## src/rtl/ssd_arbiter.sv

```systemverilog
`default_nettype none
// +----------------------------------------------------------------------------+
// | Module  : ssd_arbiter                                                       |
// | Desc    : Round-robin arbiter granting NUM_REQ writers bursts of digit      |
// |           writes into an 8-digit hex display buffer.                        |
// |           Optional macro SSD_ARB_CLEAR_EN adds a synchronous clear port.    |
// | Rev     : 1.0  initial release                                              |
// +----------------------------------------------------------------------------+
module ssd_arbiter #(
    parameter int NUM_REQ   = 2,
    parameter int MAX_BURST = 8
) (
    input  logic                   clk,
    input  logic                   reset,
`ifdef SSD_ARB_CLEAR_EN
    input  logic                   clear,
`endif
    input  logic [NUM_REQ-1:0]     req_valid,
    input  logic [3*NUM_REQ-1:0]   req_idx,
    input  logic [4*NUM_REQ-1:0]   req_data,
    output logic [NUM_REQ-1:0]     req_ready,
    output logic [NUM_REQ-1:0]     grant,
    output logic [31:0]            digits_flat,
    output logic                   busy
);

    localparam int c_IDX_W   = (NUM_REQ > 2) ? 2 : 1;
    localparam int c_BURST_W = $clog2(MAX_BURST + 1);
    localparam logic [c_BURST_W-1:0] c_BURST_LAST = c_BURST_W'(MAX_BURST);

    typedef enum logic [0:0] {
        IDLE = 1'b0,
        BUSY = 1'b1
    } state_e;

    state_e                 state_q;
    logic [c_IDX_W-1:0]     owner_q;
    logic [c_IDX_W-1:0]     last_gnt_q;
    logic [c_BURST_W-1:0]   burst_q;
    logic [NUM_REQ-1:0]     grant_q;
    logic [NUM_REQ-1:0]     ready_q;
    logic [31:0]            digits_q;

    logic [c_IDX_W-1:0]     win_d;
    logic [NUM_REQ-1:0]     win_oh_d;
    logic [c_BURST_W-1:0]   burst_d;
    logic                   w_any_valid;
    logic                   w_sel_valid;
    logic                   w_sel_ready;
    logic [2:0]             w_sel_idx;
    logic [3:0]             w_sel_data;
    logic                   w_xfer;

    // Descending distance scan so the requester nearest after last_gnt wins.
    always_comb begin
        win_d = last_gnt_q;
        for (int k = NUM_REQ; k >= 1; k--) begin
            for (int r = 0; r < NUM_REQ; r++) begin
                if (req_valid[r] && (r == ((int'(last_gnt_q) + k) % NUM_REQ))) begin
                    win_d = c_IDX_W'(r);
                end
            end
        end
        for (int r = 0; r < NUM_REQ; r++) begin
            win_oh_d[r] = (win_d == c_IDX_W'(r));
        end
    end

    always_comb begin
        w_sel_valid = 1'b0;
        w_sel_ready = 1'b0;
        w_sel_idx   = 3'd0;
        w_sel_data  = 4'd0;
        for (int r = 0; r < NUM_REQ; r++) begin
            if (owner_q == c_IDX_W'(r)) begin
                w_sel_valid = req_valid[r];
                w_sel_ready = ready_q[r];
                w_sel_idx   = req_idx[3*r +: 3];
                w_sel_data  = req_data[4*r +: 4];
            end
        end
    end

    assign w_any_valid = |req_valid;
    assign w_xfer      = (state_q == BUSY) && w_sel_valid && w_sel_ready;
    assign burst_d     = burst_q + c_BURST_W'(1);

    always_ff @(posedge clk) begin
        if (reset) begin
            state_q    <= IDLE;
            owner_q    <= '0;
            last_gnt_q <= c_IDX_W'(NUM_REQ - 1);
            burst_q    <= '0;
            grant_q    <= '0;
            ready_q    <= '0;
            digits_q   <= 32'h0;
        end else begin
`ifdef SSD_ARB_CLEAR_EN
            // Clear first so a same-cycle transfer still lands its digit.
            if (clear) begin
                digits_q <= 32'h0;
            end
`endif
            if (w_xfer) begin
                digits_q[{w_sel_idx, 2'b00} +: 4] <= w_sel_data;
            end
            case (state_q)
                IDLE: begin
                    if (w_any_valid) begin
                        state_q <= BUSY;
                        owner_q <= win_d;
                        grant_q <= win_oh_d;
                        ready_q <= win_oh_d;
                        burst_q <= '0;
                    end
                end
                BUSY: begin
                    if (w_xfer) begin
                        burst_q <= burst_d;
                        if (burst_d == c_BURST_LAST) begin
                            state_q    <= IDLE;
                            grant_q    <= '0;
                            ready_q    <= '0;
                            last_gnt_q <= owner_q;
                        end
                    end else begin
                        state_q    <= IDLE;
                        grant_q    <= '0;
                        ready_q    <= '0;
                        last_gnt_q <= owner_q;
                    end
                end
                default: begin
                    state_q <= IDLE;
                    grant_q <= '0;
                    ready_q <= '0;
                end
            endcase
        end
    end

    assign req_ready   = ready_q;
    assign grant       = grant_q;
    assign digits_flat = digits_q;
    assign busy        = (state_q == BUSY);

endmodule
`default_nettype wire

```

## config.mk

```make
export PLATFORM = sky130hd
export DESIGN_NAME = ssd_arbiter
export DESIGN_NICKNAME = d
export VERILOG_FILES = /design/src/rtl/ssd_arbiter.sv
export SDC_FILE = /design/constraint.sdc
export NUM_CORES = 1
export LEC_CHECK = 0
export BUFFER_PORTS_ARGS = -buffer_cell sky130_fd_sc_hd__buf_2
export CAP_MARGIN = 20
export CELL_PAD_IN_SITES_DETAIL_PLACEMENT = 2
export CELL_PAD_IN_SITES_GLOBAL_PLACEMENT = 2
export CORE_MARGIN = 2
export CORE_UTILIZATION = 32
export DETAILED_ROUTE_END_ITERATION = 8
export GPL_TIMING_DRIVEN = 0
export PLACE_DENSITY = 0.88
export SYNTH_ARGS = -nofsm -noshare
export SYNTH_HDL_FRONTEND = slang
export SYNTH_SLANG_ARGS = --single-unit
```

## constraint.sdc

```tcl
create_clock -name clk -period 3 [get_ports clk]
set_clock_uncertainty 0.05 [all_clocks]
set_input_delay 0.15 -clock clk [delete_from_list [all_inputs] [get_ports clk]]
set_output_delay 0.15 -clock clk [all_outputs]
set_load 0.01 [all_outputs]
```

==> metrics.txt, run 1 <==
Yosys warning total 0; vias in the first global route 2004; total nets after synthesis 221; actual slew at the worst max-slew pin roughly 600 ps; number of hold buffers added after CTS 0; die boundary width roughly 85 um; crit share post-route 0.9377; reg2reg setup slack 190 ps; CTS tree built; most numerous cell types in the synthesized netlist 41 x dfxtp_1, 36 x mux2i_1, 32 x nand2b_1; final layout net count about 280; sequential cell area fraction in the yosys report 0.3957; maximum resistive drop on vdd between 0.2 and 0.3 mV; data arrival time of the worst path a little under 3000 ps; register area 822.0 um^2; via density per instance between 5 and 6; kind of launch point of the worst setup path flop; synthesized instance count 200; pin count of the biggest net entering global routing 14; Overflow after GRT 0; pwr dens roughly 470 nW/um^2; most instantiated library cell after synthesis dfxtp_1; number of enable flip-flop cells after synthesis 0; placed cells 331; Worst Hold Slack approximately 160 ps; TritonCTS Buffers 5; number of inserted diodes 0; Top Family by Delay on Critical Path multiplexers; final setup violation count 0; Max-slew headroom 0.5971; clock latency on the worst-skew pair a little over 300 ps; cell area reported after detailed placement 2441 um^2; cell taking the most area after synthesis dfxtp_1; number of max-cap violations 0; Fill cells ~710; total clock sinks about 40; final HPWL from detailed placement around 4.8 mm; Die Footprint ~7100 um^2; count of routing violations after the opening detailed-route iteration slightly below 50; core outline area 6314 um^2; final cell count without fillers about 340; shortest period the worst path allows about 2800 ps; first-pass GRT wire length roughly 11 mm; total I/O pin count 55; starting utilization of the core area 0.3286; result of the run finished, final reports clean; buffer levels on the longest clock path 2; WL/cell between 15 and 20 um; antenna-violating nets left 0; worst stage delay on the critical path between 400 and 500 ps; worst-path maximum fanout 10; die outline height about 85 um; Port Buffer Count 54; per-instance average area after synthesis 10.37 um^2; number of synthesized register bits 41; multi-input combinational cell area 1152 um^2; Yosys cell types 46; Cell Chain, Critical Path buf_6 > mux2i_4 > ha_1 > ha_1 > nor2_2 > nand4_1 > mux2i_1; via count of the routed design 1736; ranking of synthesized cells by area dfxtp_1 40%, mux2i_1 17%, nand2b_1 9.7%; final WL roughly 6.5 mm; leakage component of the power ~1.3 nW; layout cells sized above 1 0.3435; # H-tree levels 2; number of buffer and inverter instances along the worst setup path 1; CTS root buf clkbuf_8; count of TritonRoute iterations in the first routing pass 4; Critical Setup Path Class reg2reg; worst min-delay path category in2reg; Pins Over Slew Limit 0; async set-reset flop share out of synthesis 0; cell type of the slowest stage on the worst timing path dfxtp_2; number of hold-slack violations in the final timing report 0; Total Negative Setup Slacks 0 ps; portion of synthesized cell area occupied by the leading cell type 0.3957; combined global-route utilization of all metal layers 0.1947; crit end category flop; post-route design area 2565 um^2; unrepaired setup endpoints after global routing no; relative area change from synthesis to final layout 23.64%; last weighted congestion value of the routability-driven placer around 0.72; number of core rows 29; number of DRC violations after detailed routing 0; number of antenna violations at the first check in global routing 0; Synth Cell Area approximately 2100 um^2; highest clock rate ~360 MHz; dominant register cell in the synthesized netlist dfxtp_1; clock-pin slew of the registers on the worst-case setup and hold paths approximately 90 ps; required time reported for the critical path endpoint around 3200 ps; cell repeated most along the worst path ha_1
[cells by family (layout without fill, tap and decap cells)]
logic type / Yosys count / count (layout) / synth area share
buffers and inverters: 21 / 83 / 0.05006
DFF: 41 / 41 / 0.3957
xor gates and xnor gates: 1 / 1 / 0.004223
AOI/OAI and AO/OA: 25 / 25 / 0.1037
adders and majority gates: 3 / 3 / 0.01810
muxes: 38 / 38 / 0.1900
and+or+nand+nor: 71 / 71 / 0.2383
[metrics by stage]
stage                       util  power (mW)  worst slack (ps)
after global routing      0.4063       1.252             53.74
after floorplan                -      0.6764             604.4
after global placement    0.3866      0.7212             241.3
after CTS                 0.4061       1.213             19.62
final                     0.4063       1.206             186.8
after detailed placement  0.3866      0.7308             25.61
[metal layers]
| metal | routed length (um) | vias to the layer above | share of wire | track usage |
|---|---|---|---|---|
| met5 | 0 | - | 0 | 0 |
| met4 | 243 | 0 | 0.037 | 0.08947 |
| li1 | - | 818 | - | - |
| met3 | 238 | 16 | 0.037 | 0.04523 |
| met1 | 2624 | 855 | 0.40 | 0.2150 |
| met2 | 3374 | 47 | 0.52 | 0.3515 |
[flip-flops by register name, indices dropped and copies added, names as in the netlist]
name,cells
req_ready,2
busy,1
burst_q,4
digits_flat,32
last_gnt_q,1
owner_q,1
[worst min-delay path, stage by stage]
cell and delay, ps:
buf_2 130, a21o_1 130, a211oi_1 70
[path summary, 6_finish.rpt]
path                                     start               to  depth (start not counted)
worst min register to register  digits_flat[8]   digits_flat[8]                          2
worst min-delay path              req_valid[1]     req_ready[0]                          3
worst max-delay path                   owner_q  digits_flat[27]                          7
worst max register to register         owner_q  digits_flat[27]                          7
[report_power, final]
| group | internal [mW] | leakage (nW) | total (mW) | switching [mW] |
|---|---|---|---|---|
| clock network | 0.271 | 0.0574 | 0.486 | 0.216 |
| registers | 0.550 | 0.331 | 0.557 | 0.00746 |
| logic | 0.0625 | 0.867 | 0.163 | 0.100 |
| total | 0.883 | 1.26 | 1.21 | 0.323 |
[layout by cell type (no fill, tap or decap), types with 4 or more instances in the layout]
cell	count
nand2b_1	32
clkbuf_1	8
buf_2	55
nand2_1	4
a211o_1	4
nor2_1	6
dfxtp_1	40
clkbuf_8	6
mux2i_1	36
inv_1	5
a21oi_1	5
nand3_1	7
or2_2	5
[what timing repair did]
item,in CTS,in global routing
pin swaps,0,0
gates cloned,0,0
setup endpoints to repair,2,14
gates resized for setup,1,1
setup buffers,0,0
[final cells by class]
cell class / instances / area share
tap: 77 / 0.03756
buffer: 16 / 0.03317
multi-input combinational: 138 / 0.4493
sequential: 41 / 0.3205
clock buffer: 6 / 0.03220
timing repair buffer: 54 / 0.1054
clock inverter: 2 / 0.01463
inverter: 5 / 0.007317
No activity file was read; power rests on OpenSTA's default activity.
==> run 2, diff against run 1 <==
--- a/config.mk
+++ b/config.mk
@@ -10,10 +10,10 @@
 export CELL_PAD_IN_SITES_DETAIL_PLACEMENT = 2
 export CELL_PAD_IN_SITES_GLOBAL_PLACEMENT = 2
 export CORE_MARGIN = 2
-export CORE_UTILIZATION = 32
+export CORE_UTILIZATION = 29
 export DETAILED_ROUTE_END_ITERATION = 8
 export GPL_TIMING_DRIVEN = 0
-export PLACE_DENSITY = 0.88
+export PLACE_DENSITY = 0.84
 export SYNTH_ARGS = -nofsm -noshare
 export SYNTH_HDL_FRONTEND = slang
 export SYNTH_SLANG_ARGS = --single-unit
==> constraint.sdc (replaced) <==
create_clock -name clk -period 2.4 [get_ports clk]
set_clock_uncertainty 0.05 [all_clocks]
set_input_delay 0.12 -clock clk [delete_from_list [all_inputs] [get_ports clk]]
set_output_delay 0.12 -clock clk [all_outputs]
set_load 0.01 [all_outputs]
==> metrics.txt, run 2 (same netlist as run 1, synthesis figures left out) <==
result of the run finished, final reports clean; number of hold-slack violations in the final timing report 0 (unchanged); number of inserted diodes 0 (unchanged); CTS root buf clkbuf_8; Max-slew headroom 0.6420 (+0.04487); required time reported for the critical path endpoint 2560 ps (-600 ps); total clock sinks 41 (unchanged); flip-flop count of the largest register, all copies and words added 32 (unchanged); final HPWL from detailed placement 4.391 mm (-8.7%); Die Footprint 7846 um^2 (+9.8%); core outline area 6869 um^2 (+8.8%); pin count of the biggest net entering global routing 13 (-1); placed cells 350 (+5.7%); die boundary width 88.58 um (+4.8%); pwr dens 553.3 nW/um^2 (+18%); count of TritonRoute iterations in the first routing pass 3 (-1); worst-path maximum fanout 10 (unchanged); total I/O pin count 55 (unchanged); actual slew at the worst max-slew pin 537.0 ps (-67.31 ps); last weighted congestion value of the routability-driven placer 0.7175 (-0.18%); Endpoint, Worst Hold req_ready[0]; Total Negative Setup Slacks 0 ps (unchanged); RR Endpoint digits_flat[18]; Cell Chain, Critical Path buf_8 > mux2i_4 > ha_2 > ha_4 > nand2b_1 > a21oi_4 > and3b_2 > clkbuf_4 > mux2i_1; clock latency on the worst-skew pair 300 ps (about the same); final cell count without fillers 364 (+7.4%); Pins Over Slew Limit 0 (unchanged); layout cells sized above 1 0.3769 (+0.03335); Overflow after GRT 0 (unchanged); final WL 6.308 mm (-2.7%); worst stage delay on the critical path 370 ps (-90 ps); launch instance of the worst min-delay path req_valid[1]; count of routing violations after the opening detailed-route iteration 34 (-31%); via density per instance 4.728 (-7.7%); number of antenna violations at the first check in global routing 0 (unchanged); clock-pin slew of the registers on the worst-case setup and hold paths 90 ps (about the same); combined global-route utilization of all metal layers 0.1671 (-0.02754); start point of the critical path owner_q; antenna-violating nets left 0 (unchanged); TritonCTS Buffers 5 (unchanged); final setup violation count 0 (unchanged); die outline height 88.58 um (+4.8%); post-route design area 2658 um^2 (+3.6%); vias in the first global route 1854 (-7.5%); worst min-delay path category in2reg; first-pass GRT wire length 9.887 mm (-7.0%); WL/cell 17.33 um (-9.4%); shortest period the worst path allows 2271 ps (-542.0 ps); crit share post-route 0.9463 (+0.008609); final layout net count 289 (+2.5%); reg2reg setup slack 130 ps (-60 ps); buffer levels on the longest clock path 2 (unchanged); number of core rows 30 (+3.4%); relative area change from synthesis to final layout 28.11%; highest clock rate 440.3 MHz (+24%); Top Family by Delay on Critical Path adder cells; cell depth of the worst flop-to-flop path 9 (+2); number of buffer and inverter instances along the worst setup path 2 (+1); leakage component of the power 1.293 nW (+2.9%); cell area reported after detailed placement 2465 um^2 (+0.97%); unrepaired setup endpoints after global routing no; number of cells on the worst hold path 3 (unchanged); data arrival time of the worst path 2440 ps (-530 ps); number of DRC violations after detailed routing 0 (unchanged); Fill cells 783 (+11%); highest-count cells in the layout ignoring fill and taps 55 x buf_2, 40 x dfxtp_1, 35 x mux2i_1, 32 x nand2b_1, 10 x buf_4; starting utilization of the core area 0.3020 (-0.02657); CTS tree built; Port Buffer Count 54 (unchanged); via count of the routed design 1721 (-0.86%); most frequent standard cell in the layout excluding fill and tap cells buf_2; kind of launch point of the worst setup path flop; number of max-cap violations 0 (unchanged); crit end category flop; maximum resistive drop on vdd 0.1873 mV (-27%); Critical Setup Path Class reg2reg; final core utilization 0.3869 (-0.01938); cell type of the slowest stage on the worst timing path dfxtp_4; # H-tree levels 2 (unchanged); launch point of the worst reg-to-reg path owner_q
## run 2: repair_timing
item / CTS / global route
setup endpoints to repair: 32 / 19
buffers inserted: 5 / 3
pin swaps: 0 / 1
gates resized for setup: 4 / 6
hold buffers: 0 / 0
## run 2: worst max-delay path by stage
stage	endpoint	slack (ps)	cells past startpoint
2_1_floorplan	digits_flat[24]	4	7
3_3_place_gp	digits_flat[0]	-310	8
3_5_place_dp	digits_flat[18]	-390	9
4_1_cts	digits_flat[18]	40	9
5_1_grt	digits_flat[18]	20	9
6_report	digits_flat[18]	130	9
## run 2: power by group
group	total [mW]	switching, mW	leakage, nW	internal (mW)
Clock	0.555	0.252	0.0540	0.303
Combinational	0.221	0.129	0.907	0.0918
Sequential	0.694	0.00757	0.332	0.687
Total	1.47	0.389	1.29	1.08
## run 2: metrics by stage
| stage | setup slack (ps) | hold slack [ps] | power, mW |
|---|---|---|---|
| floorplan | 4.412 | 261.0 | 0.8455 |
| global placement | -306.0 | 409.9 | 0.9010 |
| detailed placement | -394.4 | 423.2 | 0.9089 |
| CTS | 35.48 | 115.4 | 1.470 |
| global route | 24.46 | 143.0 | 1.528 |
| finish | 128.8 | 117.5 | 1.470 |
## run 2: layer usage
metal / share of wire / track usage / vias up / routed length, um
li1: - / - / 825 / -
met1: 0.44 / 0.2148 / 849 / 2776
met2: 0.52 / 0.2919 / 38 / 3265
met3: 0.030 / 0.02519 / 9 / 187
met4: 0.013 / 0.04545 / 0 / 79
met5: 0 / 0 / - / 0
## run 2: layout make-up
class / instances / area, um^2 / area share
Buffer: 15 / 87.58 / 0.03296
Clock buffer: 5 / 68.82 / 0.02589
Clock inverter: 2 / 35.03 / 0.01318
Inverter: 5 / 18.77 / 0.007062
Multi-Input combinational cell: 138 / 1172 / 0.4411
Sequential cell: 41 / 824.5 / 0.3103
Tap cell: 96 / 120.1 / 0.04520
Timing Repair Buffer: 62 / 330.3 / 0.1243
## run 2: tightest hold or removal path: stages
cell	delay [ps]
buf_2	130
a21o_1	120
a211oi_1	60
==> run 3, diff against run 2 <==
--- a/config.mk
+++ b/config.mk
@@ -5,15 +5,16 @@
 export SDC_FILE = /design/constraint.sdc
 export NUM_CORES = 1
 export LEC_CHECK = 0
+export ABC_AREA = 1
 export BUFFER_PORTS_ARGS = -buffer_cell sky130_fd_sc_hd__buf_2
 export CAP_MARGIN = 20
 export CELL_PAD_IN_SITES_DETAIL_PLACEMENT = 2
 export CELL_PAD_IN_SITES_GLOBAL_PLACEMENT = 2
 export CORE_MARGIN = 2
-export CORE_UTILIZATION = 29
+export CORE_UTILIZATION = 25
 export DETAILED_ROUTE_END_ITERATION = 8
 export GPL_TIMING_DRIVEN = 0
-export PLACE_DENSITY = 0.84
+export PLACE_DENSITY = 0.85
 export SYNTH_ARGS = -nofsm -noshare
 export SYNTH_HDL_FRONTEND = slang
 export SYNTH_SLANG_ARGS = --single-unit
==> metrics.txt, run 3 <==
internal power contribution 1.206 mW (+12%); launch point of the worst reg-to-reg path owner_q; Yosys warning total 0 (unchanged); actual slew at the worst max-slew pin 886.5 ps (+349.5 ps); TritonCTS Buffers 5 (unchanged); Yosys cell types 25 (-46%); cell type of the slowest stage on the worst timing path dfxtp_4; met2 demand-to-capacity share in global routing 0.3119 (+0.02004); starting utilization of the core area 0.2606 (-0.04143); CTS root buf clkbuf_8; total I/O pin count 55 (unchanged); pwr dens 645.7 nW/um^2 (+17%); number of DRC violations after detailed routing 0 (unchanged); total clock sinks 41 (unchanged); number of enable flip-flop cells after synthesis 0 (unchanged); RR Endpoint digits_flat[2]; cell taking the most area after synthesis dfxtp_1; via density per instance 4.514 (-4.5%); net switching power figure 0.4816 mW (+24%); worst min-delay path category in2reg; crit path setup slack, layout 179.5 ps (+50.74 ps); dominant register cell in the synthesized netlist dfxtp_1; buffer levels on the longest clock path 2 (unchanged); clock-pin slew of the registers on the worst-case setup and hold paths 90 ps (about the same); die outline height 94.21 um (+6.4%); data arrival time of the worst path 2370 ps (-70 ps); number of buffer and inverter instances along the worst setup path 1 (-1); worst stage delay on the critical path 400 ps (+30 ps); flip-flop count of the largest register, all copies and words added 32 (unchanged); count of routing violations after the opening detailed-route iteration 32 (-5.9%); number of antenna violations at the first check in global routing 0 (unchanged); leakage component of the power 1.365 nW (+5.6%); combinational share of power 0.172 (+0.022); Endpoint, Worst Hold burst_q[2]; crit share post-route 0.9252 (-0.02114); number of max-cap violations 0 (unchanged); number of inserted diodes 0 (unchanged); per-instance average area after synthesis 6.627 um^2 (-36%); routing usage on met1 0.1926 (-0.02217); number of cells on the worst hold path 4 (+1); synthesized instance count 307 (+54%); cell repeated most along the worst path nor2_1; result of the run finished, final reports clean; multi-input combinational cell area 1036 um^2 (-12%); Synth Cell Area 2034 um^2 (-1.9%); Top Family by Delay on Critical Path simple AND/OR/NAND/NOR gates; first-pass GRT wire length 11.55 mm (+17%); final layout net count 391 (+35%); number of core rows 32 (+6.7%); highest clock rate 450.4 MHz (+2.3%); worst-path maximum fanout 10 (unchanged); relative area change from synthesis to final layout 28.47%; Crit path depth 11 (+2); count of TritonRoute iterations in the first routing pass 6 (+3); # H-tree levels 2 (unchanged); cell depth of the worst flop-to-flop path 11 (+2); register area 824.5 um^2 (unchanged); ranking of synthesized cells by area dfxtp_1 40%, nand2_1 17%, nor2_1 10%; unrepaired setup endpoints after global routing yes; portion of synthesized cell area occupied by the leading cell type 0.4034 (+0.007787); most frequent standard cell in the layout excluding fill and tap cells nand2_1; net switching share of the total power 0.2854 (+0.02088); clock latency on the worst-skew pair 300 ps (about the same); grt met3 use 0.03531 (+0.01013); highest-count cells in the layout ignoring fill and taps 93 x nand2_1, 55 x nor2_1, 55 x buf_2, 40 x dfxtp_1, 39 x inv_1; most instantiated library cell after synthesis nand2_1; number of hold-slack violations in the final timing report 0 (unchanged); vias in the first global route 2314 (+25%); WL/cell 14.48 um (-16%); die boundary width 94.21 um (+6.4%); core outline area 7807 um^2 (+14%); Critical Setup Path Class reg2reg; GR peak layer met2; Max-slew headroom 0.4028 (-0.2392); combined global-route utilization of all metal layers 0.1679 (+0.0007812); Pins Over Slew Limit 0 (unchanged); pin count of the biggest net entering global routing 15 (+2); Overflow after GRT 0 (unchanged); proportion of power drawn by flip-flops and latches 0.421 (-0.051); launch instance of the worst min-delay path reset; Cell Chain, Critical Path buf_4 > nand2_1 > o21ai_0 > ha_2 > ha_2 > nor2_2 > nand2_1 > nor2_1 > nand3_2 > nor2_1 > nor2_1; maximum resistive drop on vdd 0.2427 mV (+30%); sequential cell area fraction in the yosys report 0.4034 (+0.007787); Die Footprint 8876 um^2 (+13%); layout cells sized above 1 0.2453 (-0.1316); shortest period the worst path allows 2220 ps (-50.74 ps); Port Buffer Count 54 (unchanged); final setup violation count 0 (unchanged); async set-reset flop share out of synthesis 0 (unchanged); Fill cells 976 (+25%); number of synthesized register bits 41 (unchanged); final WL 6.848 mm (+8.6%); CTS tree built; via count of the routed design 2135 (+24%); antenna-violating nets left 0 (unchanged); Total Negative Setup Slacks 0 ps (unchanged); part of the total power dissipated in the clock network 0.407 (+0.030); required time reported for the critical path endpoint 2550 ps (about the same); kind of launch point of the worst setup path flop; crit end category flop; last weighted congestion value of the routability-driven placer 0.7337 (+2.3%); reg2reg setup slack 180 ps (+50 ps); total nets after synthesis 328 (+48%); final HPWL from detailed placement 4.892 mm (+11%); post-placement worst setup slack -5.557 ps (+388.9 ps); most numerous cell types in the synthesized netlist 93 x nand2_1, 56 x nor2_1, 41 x dfxtp_1
[run 3: changes by cell type in the layout (fill, tap and decap cells not counted), sizes merged, moves of 2 or more]
cell | before | now
nand3 | 9 | 20
mux2i | 37 | 0
clkbuf | 14 | 8
o41ai | 3 | 0
buf | 68 | 61
or2 | 5 | 1
nand2b | 32 | 0
nor2 | 8 | 61
o21ai | 3 | 13
nand4b | 2 | 0
a21oi | 6 | 17
a211o | 4 | 0
nand2 | 5 | 98
inv | 5 | 41
[run 3: worst max path at each step]
stage	end	from	slack [ps]
2_1_floorplan	digits_flat[4]	owner_q	380
3_3_place_gp	digits_flat[4]	owner_q	90
3_5_place_dp	digits_flat[6]	owner_q	-6
4_1_cts	digits_flat[0]	owner_q	4
5_1_grt	digits_flat[13]	owner_q	-30
6_report	digits_flat[2]	owner_q	180
[run 3: logic make-up after synthesis]
| family | synth area share |
|---|---|
| buf+inv | 0.09717 |
| compound gates | 0.07380 |
| flops | 0.4034 |
| fa+ha+maj | 0.01845 |
| simple gates | 0.4071 |
[run 3: through the flow]
| step | util | instances | hold WS, ps | instance area [um^2] | power (mW) |
|---|---|---|---|---|---|
| global placement | 0.3115 | 463 | 384.8 | 2432 | 0.9846 |
| CTS | 0.3304 | 472 | 77.72 | 2580 | 1.700 |
| global route | 0.3348 | 473 | 126.8 | 2614 | 1.770 |
| floorplan | - | 307 | 258.2 | 2034 | 0.9076 |
| detailed placement | 0.3115 | 463 | 400.0 | 2432 | 0.9972 |
| finish | 0.3348 | 473 | 79.10 | 2614 | 1.688 |
[run 3: repair_timing]
| action | CTS | global route |
|---|---|---|
| endpoints found under the setup margin | 6 | 22 |
| pin swaps | 2 | 3 |
| hold buffers | 0 | 0 |
| hold endpoints to repair | 0 | 0 |
| setup buffers | 1 | 1 |
| gates resized for setup | 1 | 8 |
[run 3: worst register-to-register path, delay by kind of cell (launching register included)]
kind | cells | cell delay, ps
fa+ha+maj | 2 | 550
compound gates | 1 | 120
buf+inv | 1 | 180
flops | 1 | 400
simple gates | 7 | 830
[run 3: power by group through the flow]
stage          registers (mW)  logic, mW  clock network, mW
2_1_floorplan           0.728      0.180                  0
3_3_place_gp            0.725      0.260                  0
4_1_cts                 0.710      0.283              0.707
5_1_grt                 0.714      0.326              0.730
3_5_place_dp            0.726      0.271                  0
6_report                0.711      0.290              0.687
[run 3: metal layers]
metal	wire, um	part of all wire	up-vias
met5	0	0	-
met4	58	0.0085	0
met3	214	0.031	4
met2	3708	0.54	30
met1	2867	0.42	1036
li1	-	-	1065
[run 3: final cells by class]
| type | instances | share of cell area |
|---|---|---|
| multi-input combinational | 218 | 0.3964 |
| sequential | 41 | 0.3155 |
| timing repair buffer | 56 | 0.1091 |
| inverter | 40 | 0.05840 |
| tap | 102 | 0.04883 |
| clock buffer | 5 | 0.02633 |
| clock inverter | 3 | 0.02633 |
| buffer | 8 | 0.01915 |
